==> src/rtl/nurse_alarm_ctrl.sv <==
// -----------------------------------------------------------------------------
// nurse_alarm_ctrl
//
// Purpose: alarm sequencer for a three-ward nurse call panel. A prioritized
// ward code from the upstream calling stage raises a beeping alert, shows the
// ward digit on a 7-segment display and, if nobody acknowledges within the
// escalation window, raises a supervisor alarm with a steady buzzer.
//
// Ports:
//   clk        in   single clock, all logic on the rising edge
//   rst        in   synchronous, active-high reset
//   call_code  in   [2:0] 001 = ward 1 (highest), 010 = ward 2, 100 = ward 3,
//                   000 = no call, any other value is ignored
//   ack        in   nurse acknowledge button, clean, level-high
//   buzzer     out  buzzer drive, active-high
//   seg        out  [6:0] {g,f,e,d,c,b,a}, active-low
//   escalate   out  supervisor alarm, active-high
//   ward       out  [1:0] latched ward number, 0 = none
// -----------------------------------------------------------------------------
module nurse_alarm_ctrl #(
  parameter logic [23:0] TICK_MAX   = 24'd4999999,
  parameter logic [7:0]  BEEP_TICKS = 8'd5,
  parameter logic [9:0]  ESC_TICKS  = 10'd300
) (
  input  logic       clk,
  input  logic       rst,
  input  logic [2:0] call_code,
  input  logic       ack,
  output logic       buzzer,
  output logic [6:0] seg,
  output logic       escalate,
  output logic [1:0] ward
);

  typedef enum logic [1:0] {
    ST_IDLE     = 2'd0,
    ST_ALERT    = 2'd1,
    ST_ESCALATE = 2'd2,
    ST_ACKED    = 2'd3
  } state_t;

  localparam logic [6:0] SEG_BLANK = 7'b1111111;

  // One-hot ward code to ward number; invalid or empty codes map to 0.
  function automatic logic [1:0] code_to_ward(input logic [2:0] code);
    logic [1:0] w;
    case (code)
      3'b001:  w = 2'd1;
      3'b010:  w = 2'd2;
      3'b100:  w = 2'd3;
      default: w = 2'd0;
    endcase
    return w;
  endfunction

  // Active-low digit pattern for a ward number; 0 gives a blank display.
  function automatic logic [6:0] ward_to_seg(input logic [1:0] w);
    logic [6:0] s;
    case (w)
      2'd1:    s = 7'b1111001;
      2'd2:    s = 7'b0100100;
      2'd3:    s = 7'b0110000;
      default: s = SEG_BLANK;
    endcase
    return s;
  endfunction

  state_t      state_q, state_d;
  logic [1:0]  ward_q, ward_d;
  logic [23:0] pre_q, pre_d;
  logic [7:0]  beep_q, beep_d;
  logic [9:0]  esc_q, esc_d;
  logic        ack_prev_q;
  logic        buzzer_q, buzzer_d;
  logic        escalate_q, escalate_d;
  logic [6:0]  seg_q, seg_d;

  logic [1:0]  code_ward_s;
  logic        code_valid_s;
  logic        higher_s;
  logic        ack_edge_s;
  logic        tick_s;
  logic        restart_s;

  assign code_ward_s  = code_to_ward(call_code);
  assign code_valid_s = (code_ward_s != 2'd0);
  // Smaller ward number means higher priority.
  assign higher_s     = code_valid_s && (code_ward_s < ward_q);
  assign ack_edge_s   = ack & ~ack_prev_q;
  assign tick_s       = (pre_q == TICK_MAX);

  // Next-state, counter and output decode.
  always_comb begin
    state_d    = state_q;
    ward_d     = ward_q;
    beep_d     = beep_q;
    esc_d      = esc_q;
    buzzer_d   = buzzer_q;
    escalate_d = 1'b0;
    seg_d      = SEG_BLANK;
    pre_d      = 24'd0;
    // restart_s re-arms the beep/escalation timing without a state change
    // (higher-priority relatch while already in ALERT).
    restart_s  = 1'b0;

    case (state_q)
      ST_IDLE: begin
        if (code_valid_s) begin
          state_d  = ST_ALERT;
          ward_d   = code_ward_s;
          buzzer_d = 1'b1;
        end else begin
          state_d = ST_IDLE;
        end
      end

      ST_ALERT: begin
        if (higher_s) begin
          ward_d    = code_ward_s;
          buzzer_d  = 1'b1;
          restart_s = 1'b1;
        end else if (ack_edge_s) begin
          state_d = ST_ACKED;
        end else if (tick_s) begin
          esc_d = esc_q + 10'd1;
          if (esc_q == ESC_TICKS - 10'd1) begin
            state_d = ST_ESCALATE;
          end else begin
            state_d = ST_ALERT;
          end
          if (beep_q == BEEP_TICKS - 8'd1) begin
            beep_d   = 8'd0;
            buzzer_d = ~buzzer_q;
          end else begin
            beep_d = beep_q + 8'd1;
          end
        end else begin
          state_d = ST_ALERT;
        end
      end

      ST_ESCALATE: begin
        if (higher_s) begin
          state_d  = ST_ALERT;
          ward_d   = code_ward_s;
          buzzer_d = 1'b1;
        end else if (ack_edge_s) begin
          state_d = ST_ACKED;
        end else begin
          state_d = ST_ESCALATE;
        end
      end

      ST_ACKED: begin
        if (call_code == 3'b000) begin
          state_d = ST_IDLE;
          ward_d  = 2'd0;
        end else if (code_valid_s && (code_ward_s != ward_q)) begin
          state_d  = ST_ALERT;
          ward_d   = code_ward_s;
          buzzer_d = 1'b1;
        end else begin
          state_d = ST_ACKED;
        end
      end

      default: begin
        state_d = ST_IDLE;
        ward_d  = 2'd0;
      end
    endcase

    // Timing restarts from zero on any state change or relatch.
    if ((state_d != state_q) || restart_s) begin
      pre_d  = 24'd0;
      beep_d = 8'd0;
      esc_d  = 10'd0;
    end else if (tick_s) begin
      pre_d = 24'd0;
    end else begin
      pre_d = pre_q + 24'd1;
    end

    // Outputs follow the state being entered so they are registered with
    // one cycle of latency.
    case (state_d)
      ST_IDLE: begin
        buzzer_d = 1'b0;
        seg_d    = SEG_BLANK;
      end
      ST_ALERT: begin
        // Display blinks in phase with the beep.
        if (buzzer_d) begin
          seg_d = ward_to_seg(ward_d);
        end else begin
          seg_d = SEG_BLANK;
        end
      end
      ST_ESCALATE: begin
        buzzer_d   = 1'b1;
        escalate_d = 1'b1;
        seg_d      = ward_to_seg(ward_d);
      end
      ST_ACKED: begin
        buzzer_d = 1'b0;
        seg_d    = ward_to_seg(ward_d);
      end
      default: begin
        buzzer_d = 1'b0;
        seg_d    = SEG_BLANK;
      end
    endcase
  end

  // State, counters, ack history and registered outputs.
  always_ff @(posedge clk) begin
    if (rst) begin
      state_q    <= ST_IDLE;
      ward_q     <= 2'd0;
      pre_q      <= 24'd0;
      beep_q     <= 8'd0;
      esc_q      <= 10'd0;
      ack_prev_q <= 1'b0;
      buzzer_q   <= 1'b0;
      escalate_q <= 1'b0;
      seg_q      <= SEG_BLANK;
    end else begin
      state_q    <= state_d;
      ward_q     <= ward_d;
      pre_q      <= pre_d;
      beep_q     <= beep_d;
      esc_q      <= esc_d;
      ack_prev_q <= ack;
      buzzer_q   <= buzzer_d;
      escalate_q <= escalate_d;
      seg_q      <= seg_d;
    end
  end

  assign buzzer   = buzzer_q;
  assign seg      = seg_q;
  assign escalate = escalate_q;
  assign ward     = ward_q;

endmodule

==> config.mk <==
export PLATFORM = sky130hd
export DESIGN_NAME = nurse_alarm_ctrl
export DESIGN_NICKNAME = d
export VERILOG_FILES = /design/src/rtl/nurse_alarm_ctrl.sv
export SDC_FILE = /design/constraint.sdc
export NUM_CORES = 1
export LEC_CHECK = 0
export BUFFER_PORTS_ARGS = -buffer_cell sky130_fd_sc_hd__buf_2
export CAP_MARGIN = 20
export CORE_MARGIN = 2
export CORE_UTILIZATION = 56
export CTS_BUF_LIST = sky130_fd_sc_hd__clkbuf_8
export CTS_CLUSTER_SIZE = 8
export DETAILED_ROUTE_END_ITERATION = 8
export GPL_TIMING_DRIVEN = 0
export PLACE_DENSITY = 0.74
export SLEW_MARGIN = 20
export SYNTH_ARGS = -nofsm -noshare
export SYNTH_HDL_FRONTEND = slang
export SYNTH_SLANG_ARGS = --single-unit
==> constraint.sdc <==
create_clock -name clk -period 3.2 [get_ports clk]
set_clock_uncertainty 0.15 [all_clocks]
set_input_delay 0.16 -clock clk [delete_from_list [all_inputs] [get_ports clk]]
set_output_delay 0.16 -clock clk [all_outputs]
set_load 0.03 [all_outputs]
==> summary.md <==
| Metric | Value |
|---|---|
| Placed cells | `411` |
| Post-synth EDFFs | `0` |
| Combinational share of power | `0.183` |
| Crit. End Element | `register` |
| Largest net degree at the start of global routing | `19` |
| Vias in the first global route | `2159` |
| Pwr/cell area | `441 nW/um^2` |
| Uppermost layer routed | `met4` |
| Sw Ratio | `0.281` |
| Pint | `1020 uW` |
| Synth area leaders | `dfxtp_1, nor2_1, xnor2_1, xor2_1, ha_1` |
| TritonCTS buffer count | `5` |
| # fillers | `461` |
| VDD IR-drop max | `0.000283 V` |
| Final min period | `3070 ps` |
| Port bufs | `12` |
| Pre-Repair DR Iteration Count | `4` |
| Status | `finished clean` |
| RSZ-0062 raised after global routing | `no` |
| Avg Inst Size Synth | `8.73 sq um` |
| Global-route wire length before repair | `9.65 mm` |
| Pre-CTS setup slack | `-31.3 ps` |
| Met2 routed WL | `2.67 mm` |
| GPL Wtd Cong | `0.886` |
| Startpoint Class | `register` |
| Ys async rst share | `0` |
| Clock power share | `0.334` |
| CTS tree | `built` |
| DRC Markers | `0` |
| H-tree levels | `2` |
| Max-Cap Viols | `0` |
| Non-Filler Instances | `422` |
| IO Count | `17` |
| Switch Pwr | `399 uW` |
| Crit-path leading delay family | `simple AND/OR/NAND/NOR gates` |
| Worst path cell trace | `or4_1, or4_4, or3_4, a221oi_4, o41ai_2, o22ai_4, buf_12, clkbuf_16, nor3_2` |
| Worst slew margin | `0.523` |
| Clock sink total | `53` |
| Class of the most critical setup path | `reg2reg` |
| CP Data Arrival Time | `3100 ps` |
| Final hold slack | `97.0 ps` |
| Slowest CP cell | `or4_1` |
| Initial antenna violation count | `0` |
| Setup violators final | `0` |
| Cell taking the most area after synthesis | `dfxtp_1` |
| Drt initial violations | `80` |
| WL met1 | `2.88 mm` |
| Cell Area, Synth | `2870 sq um` |
| Total grt overflow | `0` |
| Ys Warns | `0` |
| Commonest non-fill, non-tap cell in the layout | `dfxtp_1` |
| Final wirelength | `5.85 mm` |
| Commonest non-fill, non-tap cells in the layout | `dfxtp_1, nor2_1, nand2_1` |
| Post-DP HPWL | `4.18 mm` |
| Slew Limit Fails | `0` |
| Row count | `26` |
| Distinct cells, synth | `58` |
| Post-layout util | `0.639` |
| Met3 routed WL | `217 um` |
| Max frequency | `0.326 GHz` |
| Critical Path RT | `3230 ps` |
| Period utilization | `0.959` |
| Post-synthesis sequential area ratio | `0.369` |
| Antenna-violating nets left | `0` |
| Final Hold Fails | `0` |
| Setup TNS | `0 ps` |
| Worst Hold Class | `in2reg` |
| Clock Latency Late Sink | `310 ps` |
| Setup ws final | `132 ps` |
| Root Buffer | `clkbuf_8` |
| Die W | `75.6 um` |
| Vias/cell | `5.69` |
| Actual slew at the worst max-slew pin | `716 ps` |
| Top cell type's share of synthesized area | `0.369` |
| Ant diodes | `0` |
| Synth-to-layout area growth | `12.2%` |
| Starting Density | `0.570` |
| Share of post-route cells with drive strength above 1 | `0.142` |
| Gr usage total | `0.213` |
| Synth Instances | `329` |
| Avg WL per Cell | `13.9 um` |
| Synth Net Count | `344` |
| Die Height | `75.6 um` |
| Core ar. | `5040 sq um` |
| Flops & latches, synth | `53` |
| Die area | `5720 sq um` |
| Critical-path maximum fanout | `7` |
| Seq pwr share | `0.484` |
| Static leakage | `0.00109 uW` |
| Final net count | `366` |
| CP Buf/Inv Count | `2` |
| Vias | `2400` |
| Ys flop type | `dfxtp_1` |
| CTS max path bufs | `2` |
| CP max stage delay | `560 ps` |
| Clock-pin slew on the worst setup and hold paths | `110 ps` |
| R2R setup slack | `130 ps` |
-- through the flow --
stage | total power, uW | area, sq um
global route | 1480 | 3220
floorplan | 875 | 2870
finish | 1420 | 3220
global placement | 922 | 3020
CTS | 1400 | 3150
detailed placement | 925 | 3020
-- power groups by stage --
stage	registers [uW]	clock network (uW)	logic (uW)
floorplan	712	0	163
global placement	702	0	220
detailed placement	703	0	222
CTS	688	485	224
global route	690	507	285
finish	688	474	260
-- final timing paths --
check            from    endpoint  cells past startpoint
max          pre_q[7]    pre_q[9]                      9
min               rst  state_q[0]                      2
max reg2reg  pre_q[7]    pre_q[9]                      9
min reg2reg  pre_q[0]    pre_q[0]                      1
-- repair_timing --
item | CTS | global route
hold buffers | 1 | 0
hold endpoints to repair | 1 | 0
buffers inserted | 0 | 1
resized for setup | 0 | 4
endpoints found under the setup margin | 0 | 45
-- registers in the layout, summed over array words and instances, names as in the netlist --
register,cells
escalate,1
ack_prev_q,1
esc_q,10
beep_q,8
ward,2
buzzer,1
pre_q,24
state_q,2
seg,4
-- cells by family after synthesis --
logic type / count (synthesis) / synth area share
buffers and inverters: 24 / 0.0470
muxes: 1 / 0.00348
and+or+nand+nor: 161 / 0.304
AOI/OAI and AO/OA: 40 / 0.113
adders and majority gates: 9 / 0.0392
xor gates and xnor gates: 40 / 0.122
DFF: 53 / 0.369
other: 1 / 0.00131
-- Yosys cell counts (3+ instances only) --
| cell type | number |
|---|---|
| buf_6 | 3 |
| a21oi_1 | 5 |
| nor3_2 | 9 |
| clkbuf_1 | 7 |
| and2_1 | 3 |
| ha_1 | 9 |
| a211o_1 | 3 |
| buf_4 | 3 |
| o21ai_0 | 7 |
| nor2_1 | 48 |
| nand4_1 | 12 |
| and4_1 | 4 |
| and3_1 | 4 |
| dfxtp_1 | 53 |
| or4_1 | 3 |
| nand2b_1 | 4 |
| nand2_1 | 29 |
| xnor2_1 | 20 |
| nand3_1 | 17 |
| xor2_1 | 20 |
| nor4b_1 | 3 |
| nor3_1 | 6 |
| inv_1 | 10 |
| nor4_1 | 6 |
-- area by class of cell --
| type | count | area, sq um | share of cell area |
|---|---|---|---|
| inverter | 10 | 37.5 | 0.0116 |
| clock inverter | 3 | 50.0 | 0.0155 |
| sequential | 53 | 1060 | 0.329 |
| clock buffer | 5 | 68.8 | 0.0214 |
| multi-input combinational | 252 | 1700 | 0.528 |
| timing repair buffer | 15 | 115 | 0.0357 |
| tap | 70 | 87.6 | 0.0272 |
| buffer | 14 | 103 | 0.0318 |
-- per-layer routing --
| metal | global-route usage | vias to the layer above |
|---|---|---|
| met1 | 0.304 | 1122 |
| met5 | 0 | - |
| met3 | 0.0370 | 11 |
| met2 | 0.333 | 57 |
| li1 | - | 1210 |
| met4 | 0.0585 | 0 |
(Power assumes the default switching activity.)
